File: src/rtl/hsv_track_pkg.sv
// Shared types and widths for the HSV colour-blob centroid tracker.
package hsv_track_pkg;

    localparam int unsigned PIX_W     = 8;
    localparam int unsigned FRAME_W   = 1024;
    localparam int unsigned FRAME_H   = 768;
    localparam int unsigned X_W       = $clog2(FRAME_W) + 1;
    localparam int unsigned Y_W       = $clog2(FRAME_H);
    localparam int unsigned SUM_W     = 30;
    localparam int unsigned CNT_W     = 20;
    localparam int unsigned DIV_ITERS = SUM_W;
    localparam int unsigned LEFT_W    = $clog2(DIV_ITERS);

    typedef enum logic [1:0] {
        IDLE  = 2'd0,
        DIV_X = 2'd1,
        DIV_Y = 2'd2,
        DONE  = 2'd3
    } state_t;

    typedef struct packed {
        logic [SUM_W-1:0] sum_x;
        logic [SUM_W-1:0] sum_y;
        logic [CNT_W-1:0] count;
    } accum_t;

endpackage

File: src/rtl/seq_divider.sv
// Restoring unsigned divider, one quotient bit per cycle; the start edge already produces the first bit.
module seq_divider
    import hsv_track_pkg::*;
(
    input  logic             clock,
    input  logic             reset,
    input  logic             start,
    input  logic [SUM_W-1:0] dividend,
    input  logic [CNT_W-1:0] divisor,
    output logic [SUM_W-1:0] quotient,
    output logic             done
);

    logic [CNT_W-1:0]  rem;
    logic [CNT_W-1:0]  rem_in;
    logic [CNT_W-1:0]  rem_nxt;
    logic [CNT_W-1:0]  dsr;
    logic [CNT_W-1:0]  dsr_in;
    logic [SUM_W-1:0]  dvd;
    logic [SUM_W-1:0]  dvd_in;
    logic [SUM_W-1:0]  dvd_nxt;
    logic [SUM_W-1:0]  quo_nxt;
    logic [CNT_W:0]    shifted;
    logic [CNT_W:0]    trial;
    logic              qbit;
    logic [LEFT_W-1:0] left;
    logic              running;

    // One restoring step; a start restarts from the new operands.
    always_comb begin
        rem_in  = start ? '0 : rem;
        dvd_in  = start ? dividend : dvd;
        dsr_in  = start ? divisor : dsr;
        shifted = {rem_in, dvd_in[SUM_W-1]};
        trial   = shifted - {1'b0, dsr_in};
        qbit    = ~trial[CNT_W];
        rem_nxt = qbit ? trial[CNT_W-1:0] : shifted[CNT_W-1:0];
        dvd_nxt = {dvd_in[SUM_W-2:0], 1'b0};
        quo_nxt = start ? SUM_W'(qbit) : {quotient[SUM_W-2:0], qbit};
    end

    always_ff @(posedge clock) begin
        if (reset) begin
            rem      <= '0;
            dsr      <= '0;
            dvd      <= '0;
            quotient <= '0;
            left     <= '0;
            running  <= 1'b0;
            done     <= 1'b0;
        end else begin
            done <= 1'b0;
            if (start || running) begin
                rem      <= rem_nxt;
                dsr      <= dsr_in;
                dvd      <= dvd_nxt;
                quotient <= quo_nxt;
            end
            if (start) begin
                left    <= LEFT_W'(DIV_ITERS - 1);
                running <= 1'b1;
            end else if (running) begin
                left <= left - LEFT_W'(1);
                if (left == LEFT_W'(1)) begin
                    running <= 1'b0;
                    done    <= 1'b1;
                end
            end
        end
    end

endmodule

File: src/rtl/hsv_blob_centroid.sv
// Per-pixel HSV colour match with per-frame centroid of matched pixels.
module hsv_blob_centroid
    import hsv_track_pkg::*;
#(
    parameter logic [PIX_W-1:0] H_LO      = 8'd0,
    parameter logic [PIX_W-1:0] H_HI      = 8'd20,
    parameter logic [PIX_W-1:0] S_MIN     = 8'd100,
    parameter logic [PIX_W-1:0] V_MIN     = 8'd60,
    parameter logic [CNT_W-1:0] MIN_COUNT = 20'd64
) (
    input  logic             clock,
    input  logic             reset,
    input  logic [PIX_W-1:0] h,
    input  logic [PIX_W-1:0] s,
    input  logic [PIX_W-1:0] v,
    input  logic             pix_valid,
    input  logic [X_W-1:0]   x,
    input  logic [Y_W-1:0]   y,
    input  logic             frame_end,
    output logic             match,
    output logic [X_W-1:0]   cx,
    output logic [Y_W-1:0]   cy,
    output logic             found,
    output logic             result_valid,
    output logic             busy
);

    state_t           state;
    state_t           state_nxt;
    accum_t           acc;
    accum_t           snap;
    logic             hue_ok_c;
    logic             match_c;
    logic             enough_c;
    logic             accept_c;
    logic             div_start_c;
    logic [SUM_W-1:0] div_dividend_c;
    logic [CNT_W-1:0] div_divisor_c;
    logic             load_cx_c;
    logic             load_cy_c;
    logic             publish_c;
    logic             x_go;
    logic             div_done;
    logic [SUM_W-1:0] quotient;
    logic [X_W-1:0]   cx_sh;
    logic [Y_W-1:0]   cy_sh;

    // Modular distance from H_LO covers both plain and wrapped hue windows.
    assign hue_ok_c = PIX_W'(h - H_LO) <= PIX_W'(H_HI - H_LO);
    assign match_c  = pix_valid && hue_ok_c && (s >= S_MIN) && (v >= V_MIN);
    assign enough_c = acc.count >= MIN_COUNT;

    always_ff @(posedge clock) begin
        if (reset) begin
            state <= IDLE;
        end else begin
            state <= state_nxt;
        end
    end

    always_comb begin
        state_nxt = state;
        case (state)
            IDLE:    if (frame_end) state_nxt = enough_c ? DIV_X : DONE;
            DIV_X:   if (div_done) state_nxt = DIV_Y;
            DIV_Y:   if (div_done) state_nxt = DONE;
            DONE:    state_nxt = IDLE;
            default: state_nxt = IDLE;
        endcase
    end

    // Y division is chained onto the same edge that retires the X division.
    always_comb begin
        accept_c       = 1'b0;
        div_start_c    = 1'b0;
        div_dividend_c = snap.sum_x;
        div_divisor_c  = snap.count;
        load_cx_c      = 1'b0;
        load_cy_c      = 1'b0;
        publish_c      = 1'b0;
        case (state)
            IDLE:  accept_c = frame_end;
            DIV_X: begin
                div_start_c = x_go || div_done;
                load_cx_c   = div_done;
                if (div_done) begin
                    div_dividend_c = snap.sum_y;
                end
            end
            DIV_Y: load_cy_c = div_done;
            DONE:  publish_c = 1'b1;
            default: ;
        endcase
    end

    // A pixel sampled with frame_end belongs to the next frame.
    always_ff @(posedge clock) begin
        if (reset) begin
            acc  <= '0;
            snap <= '0;
        end else begin
            if (accept_c) begin
                snap <= acc;
            end
            if (frame_end) begin
                acc <= match_c ? {SUM_W'(x), SUM_W'(y), CNT_W'(1)} : '0;
            end else if (match_c) begin
                acc.sum_x <= acc.sum_x + SUM_W'(x);
                acc.sum_y <= acc.sum_y + SUM_W'(y);
                acc.count <= acc.count + CNT_W'(1);
            end
        end
    end

    always_ff @(posedge clock) begin
        if (reset) begin
            match        <= 1'b0;
            x_go         <= 1'b0;
            cx_sh        <= '0;
            cy_sh        <= '0;
            cx           <= '0;
            cy           <= '0;
            found        <= 1'b0;
            result_valid <= 1'b0;
            busy         <= 1'b0;
        end else begin
            match        <= match_c;
            x_go         <= accept_c && enough_c;
            result_valid <= publish_c;
            busy         <= state_nxt != IDLE;
            // Clamp only matters for out-of-range coordinates.
            if (load_cx_c) begin
                cx_sh <= (|quotient[SUM_W-1:X_W]) ? '1 : quotient[X_W-1:0];
            end
            if (load_cy_c) begin
                cy_sh <= (|quotient[SUM_W-1:Y_W]) ? '1 : quotient[Y_W-1:0];
            end
            if (publish_c) begin
                found <= snap.count >= MIN_COUNT;
                if (snap.count >= MIN_COUNT) begin
                    cx <= cx_sh;
                    cy <= cy_sh;
                end
            end
        end
    end

    seq_divider u_div (
        .clock    (clock),
        .reset    (reset),
        .start    (div_start_c),
        .dividend (div_dividend_c),
        .divisor  (div_divisor_c),
        .quotient (quotient),
        .done     (div_done)
    );

endmodule

File: config.mk
export PLATFORM = sky130hd
export DESIGN_NAME = hsv_blob_centroid
export DESIGN_NICKNAME = d
export VERILOG_FILES = /design/src/rtl/hsv_track_pkg.sv /design/src/rtl/seq_divider.sv /design/src/rtl/hsv_blob_centroid.sv
export SDC_FILE = /design/constraint.sdc
export NUM_CORES = 1
export LEC_CHECK = 0
export BUFFER_PORTS_ARGS = -buffer_cell sky130_fd_sc_hd__buf_2
export CAP_MARGIN = 5
export CORE_ASPECT_RATIO = 0.5
export CORE_MARGIN = 4
export CORE_UTILIZATION = 55
export DETAILED_ROUTE_END_ITERATION = 6
export GPL_TIMING_DRIVEN = 0
export PLACE_DENSITY = 0.8
export SLEW_MARGIN = 40
export SYNTH_ARGS = -nofsm -noshare
export SYNTH_HDL_FRONTEND = slang
export SYNTH_HIERARCHICAL = 1
export SYNTH_SLANG_ARGS = --single-unit
File: constraint.sdc
create_clock -name clock -period 14.35 [get_ports clock]
set_input_delay 1.435 -clock clock [delete_from_list [all_inputs] [get_ports clock]]
set_output_delay 1.435 -clock clock [all_outputs]
set_load 0.1 [all_outputs]
# Word level (Yosys, flattened, before mapping)
# Index checks and enable logic that the tools add are counted.
[totals]
reg_bits = 315
in_bits = 49
[op_classes]
addsub = 5
n_lt_le_gt_ge = 5
eq_ne = 4
muxes = 28
bitwise_logic = 2
reduce_logical = 15
[ops]
columns = ["op", "count"]
rows = [
  ["80-bit two-way mux", 2],
  ["30-bit two-way mux", 4],
  ["61-bit two-way mux", 1],
  ["20-bit two-way mux", 3],
  ["20-bit by 7-bit >= comparator with 1-bit output, second input constant", 2],
  ["30-bit by 10-bit adder with 30-bit output", 1],
  ["30-bit by 11-bit adder with 30-bit output", 1],
  ["21-bit by 20-bit subtractor with 21-bit output", 1],
  ["20-bit by 1-bit adder with 20-bit output, second input constant", 1],
  ["20-bit OR reduction", 1],
  ["19-bit OR reduction", 1],
  ["11-bit two-way mux", 1],
  ["10-bit two-way mux", 1],
  ["5-bit two-way mux", 2],
  ["1-bit two-way mux", 9],
  ["8-bit by 6-bit >= comparator with 1-bit output, second input constant", 1],
  ["8-bit by 7-bit >= comparator with 1-bit output, second input constant", 1],
  ["8-bit by 5-bit less-or-equal comparator with 1-bit output, second input constant", 1],
  ["2-bit two-way mux", 4],
  ["2-bit case mux with 4 select lines", 1],
  ["2-bit nonzero test", 3],
  ["5-bit by 1-bit equality test with 1-bit output, second input constant", 1],
  ["5-bit by 1-bit subtractor with 5-bit output, second input constant", 1],
  ["2-bit equality test, second input constant", 2],
  ["8 further kinds", 13],
]

# Longest topological paths before layout
[logic_depth]
depth_word = 6
mapped_depth = 20
ltp_nobuf = 16

# Cells and area by module
# The synthesis kept the hierarchy.
[modules_own_cells]
columns = ["mod", "n_inst", "cells_each", "area_per_inst_um2", "seq_area_each_um2"]
rows = [
  ["hsv_blob_centroid", 1, 1232, 9874.5, 4184.0],
  ["seq_divider", 1, 605, 5325.1, 2122.0],
]

# Worst setup path before layout
# Ideal clock, no wire load.
[synth_path]
path_kind = "flip-flop to flip-flop"
from = "register state[0]"
to = "register u_div.rem[3]"
setup_ps = 79
t_arrival_ps = 4468
t_required_ps = 14271
slack_ps = 9803
path_stages_with_launch = 16
n_path_buf = 4
path_cell_list = "dfxtp_1 clkbuf_1 nor3b_1 buf_2 buf_1 buf_1 mux2i_1 fa_1 a21o_1 o2111a_1 or2_4 a31oi_4 a31oi_4 or3_1 a311o_1 a211oi_2"
[synth_via]
elab_chain_len = 5
word_cells_on_any_way = 9
classes_between = "1 x add/sub; 1 x eq/ne; 6 x mux; 1 x reduce/logical"
[synth_rtl]
columns = ["item", "line_no", "source"]
rows = [
  ["start: declaration", "hsv_blob_centroid.sv:28", "state_t state;"],
  ["start signal: assignment", "hsv_blob_centroid.sv:57", "state <= state_nxt;"],
  ["2-bit by 1-bit equality test with 1-bit output (*)", "hsv_blob_centroid.sv:81", "case (state)"],
  ["1-bit two-way mux (*)", "hsv_blob_centroid.sv:81", ""],
  ["net div_start_c", "hsv_blob_centroid.sv:36", "logic div_start_c;"],
  ["30-bit two-way mux (tied with other cells)", "seq_divider.sv:32", "dvd_in = start ? dividend : dvd;"],
  ["21-bit by 20-bit subtractor with 21-bit output", "seq_divider.sv:35", "trial = shifted - {1'b0, dsr_in};"],
  ["20-bit two-way mux", "seq_divider.sv:37", "rem_nxt = qbit ? trial[CNT_W-1:0] : shifted[CNT_W-1:0];"],
  ["end signal: assignment", "seq_divider.sv:54", "rem <= rem_nxt;"],
  ["end: declaration", "seq_divider.sv:14", "logic [CNT_W-1:0] rem;"],
]
# Mark *: on every way through the listed nets, which the timed path passes. The rest lies on a longest branch.
# A chain may end at the register's enable or synchronous reset.

# Worst setup path after layout
[layout_path]
from = "register state[0]"
to = "register u_div.rem[18]"
# Same word-level chain as after synthesis.

==> flow_metrics.env <==
export IMPL_status="complete, no violations"
export IMPL_hpwl_mm=28.84
export IMPL_clkTransAtPathRegs_ns=0.07
export IMPL_vias=13600
export IMPL_final_nets=2033
export IMPL_synth_main_ff_cell="dfxtp_1"
export IMPL_drive_gt1_share_pct=9.397
export IMPL_routed_wl_mm=39.90
export IMPL_cts_resized_gates=0
export IMPL_synth_edf_count=0
export IMPL_insertion_delay_ns=0.55
export IMPL_syn_area_sq_mm=0.01520
export IMPL_grt_total_usage_pct=25.25
export IMPL_ys_ff_latch=315
export IMPL_grt_max_degree=17
export IMPL_post_cts_buffers=0
export IMPL_hold_slack_ns=0.4543
export IMPL_cts_max_path_buffers=3
export IMPL_cts_tree="yes"
export IMPL_initial_core_util_pct=56.71
export IMPL_core_sq_mm=0.02680
export IMPL_die_y_microns=125.6
export IMPL_drv_slew=0
export IMPL_hold_viol=0
export IMPL_path_max_fanout=10
export IMPL_worstSetupPathType="reg2reg"
export IMPL_io_pins=74
export IMPL_worstMarginPinSlew_ns=0.7835
export IMPL_overflow=0
export IMPL_antenna_cells=0
export IMPL_synth_top_area_share_pct=41.49
export IMPL_io_buffers=69
export IMPL_hp_class="reg2reg"
export IMPL_synth_area_top_cells="dfxtp_1, nand2_1, nor2_1, a21oi_1, mux2i_1"
export IMPL_rsz0062_at_grt="false"
export IMPL_worstPathRequired_ns=14.79
export IMPL_yosysWarnings=6
export IMPL_synthCells=1837
export IMPL_gp_congestion=0.9307
export IMPL_ant_nets=0
export IMPL_synth_nets=1933
export IMPL_root_buffer="clkbuf_16"
export IMPL_syn2layout_area_growth_pct=11.76
export IMPL_row_count=42
export IMPL_tns_ns=0
export IMPL_drtIter0Drc=1185
export IMPL_yosys_area_top_type="dfxtp_1"
export IMPL_grt_first_pass_wirelength_mm=64.51
export IMPL_cts_sinks=315
export IMPL_drt_first_pass_iters=5
export IMPL_fin_crit_ns=5.922
export IMPL_dieArea_sq_mm=0.03052
export IMPL_crit_path_end_kind="register"
export IMPL_setup_violations_final=0
export IMPL_finalCritPeriodShare_pct=41.27
export IMPL_synth_seq_area_share_pct=41.49
export IMPL_numCtsBuffers=28
export IMPL_dieWidth_microns=243.1
export IMPL_h_tree_depth=1
export IMPL_ir_worst_vdd_mv=0.09434
export IMPL_viasPerCell=5.888
export IMPL_finClkSkew_ns=0.01143
export IMPL_worst_slew_margin_rel_pct=46.42
export IMPL_rr_worst_depth=17
export IMPL_avgRoutedWirePerCell_microns=17.27
export IMPL_max_cap_violations=0
export IMPL_p_leak_nw=6.253
export IMPL_drc_errors=0
export IMPL_arrival_ns=6.36
export IMPL_synth_cell_types=83
export IMPL_fmax_mhz=168.9
export IMPL_synth_avg_cell_area_sq_um=8.274
export IMPL_antenna_found_initial=0
export IMPL_grt_pass1_vias=12580
export IMPL_synthArstFlopShare_pct=0
export IMPL_hold_buffers=0
export IMPL_startpoint_type="register"
export IMPL_power_density_mw_per_mm2=104.3
export IMPL_hold_path_depth=2
[metrics by stage]
stage | instance area [sq um] | util (%) | worst slack [ns] | std cells | total power, mW
6_report | 16990 | 63.38 | 8.428 | 2310 | 1.771
3_5_place_dp | 16000 | 59.69 | 8.568 | 2259 | 0.9789
3_3_place_gp | 15990 | 59.65 | 8.734 | 2258 | 0.9775
5_1_grt | 16990 | 63.38 | 8.181 | 2310 | 1.820
4_1_cts | 16990 | 63.38 | 8.539 | 2310 | 1.775
2_1_floorplan | 15200 | - | 9.803 | 1837 | 0.9489
[critical path, stage by stage (launching register included)]
cell and delay (ns):
dfxtp_1 0.30, clkbuf_1 0.30, nor3b_1 0.58, buf_2 0.33, buf_1 0.52, buf_1 0.62
mux2i_1 0.38, fa_1 0.55, a21o_1 0.19, o2111a_1 0.26, or2_4 0.27, a31oi_4 0.21
a31oi_4 0.22, xor2_1 0.28, buf_4 0.22, buf_6 0.17, nand2_1 0.08, a311oi_1 0.32
[cells in the final DEF, fill, tap and decap left out, drive strengths merged, types with 7 or more instances in the layout]
| cell | instances |
|---|---|
| nand2 | 336 |
| clkbuf | 129 |
| nor3 | 30 |
| ha | 44 |
| and2 | 9 |
| o21ai | 35 |
| or3 | 14 |
| o21a | 14 |
| o31ai | 10 |
| a21oi | 168 |
| xor2 | 33 |
| o221a | 10 |
| or2 | 9 |
| a311oi | 9 |
| a211oi | 41 |
| inv | 26 |
| mux2i | 83 |
| nor2b | 24 |
| or4 | 8 |
| dfxtp | 315 |
| nand2b | 9 |
| nand4 | 27 |
| a22o | 24 |
| nor2 | 234 |
| a21o | 18 |
| nor4 | 16 |
| xnor2 | 41 |
| and3 | 10 |
| a2111oi | 7 |
| buf | 93 |
| a31oi | 12 |
| nand3 | 34 |
[flip-flops by register name, summed over array words and instances (netlist names), 20 cells and up]
signal,count
u_div/quotient,30
snap,60
u_div/rem,20
acc,80
div_divisor_c,20
u_div/dsr,20
u_div/dvd,29
[cell families (layout without fill, tap and decap cells)]
group           after synthesis  after routing  synth area share, %
simple gates                785            785                23.06
compound gates              391            391                17.67
flops                       315            315                41.49
buf+inv                     141            262                3.836
mux                          84             84                5.540
xor+xnor                     74             74                4.388
fa+ha+maj                    47             47                4.017
[report_power, final]
part	leakage, nW	switching (mW)	total [mW]	internal [mW]
sequential	2.54	0.00153	0.878	0.876
combinational	3.23	0.0621	0.0833	0.0211
clock	0.481	0.342	0.810	0.468
total	6.25	0.406	1.77	1.36
[path summary, 6_finish.rpt]
check / startpoint / to / slack (ns)
max: state[0] / u_div/rem[18] / 8.43
min: snap[67] / snap[67] / 0.45
max reg2reg: state[0] / u_div/rem[18] / 8.43
min reg2reg: snap[67] / snap[67] / 0.45
[synthesized netlist by cell type, drive strengths merged (5+ instances only)]
| cell type | number |
|---|---|
| dfxtp | 315 |
| a2111oi | 7 |
| nand4 | 27 |
| buf | 23 |
| a211oi | 41 |
| nor3 | 30 |
| or4 | 8 |
| a21oi | 168 |
| o21a | 14 |
| o221a | 10 |
| nor2b | 24 |
| nor2 | 234 |
| nand2 | 336 |
| a22o | 24 |
| nor3b | 6 |
| and4 | 6 |
| nand3 | 34 |
| inv | 25 |
| and3 | 10 |
| a221oi | 5 |
| xor2 | 33 |
| a311oi | 9 |
| nand2b | 9 |
| o21ai | 35 |
| or3 | 14 |
| a31oi | 12 |
| o31ai | 10 |
| clkbuf | 93 |
| a21o | 18 |
| nor4 | 16 |
| xnor2 | 41 |
| mux2i | 83 |
| ha | 44 |
| and2 | 9 |
| or2 | 9 |
[layer usage]
metal | GRT usage [%] | vias up | share of wire (%)
li1 | - | 6620 | -
met1 | 35.80 | 6424 | 46
met2 | 40.96 | 497 | 45
met3 | 4.108 | 60 | 7.6
met4 | 5.424 | 0 | 1.5
met5 | 0 | - | 0
[layout make-up]
| cell class | instances | area (sq um) |
|---|---|---|
| Buffer | 116 | 489.2 |
| Clock buffer | 36 | 802.0 |
| Clock inverter | 15 | 188.9 |
| Fill cell | 2299 | 9813 |
| Inverter | 25 | 93.84 |
| Multi-Input combinational cell | 1381 | 8317 |
| Sequential cell | 315 | 6306 |
| Tap cell | 352 | 440.4 |
| Timing Repair Buffer | 70 | 350.3 |
Note: power is estimated with default switching activity, not from simulation.
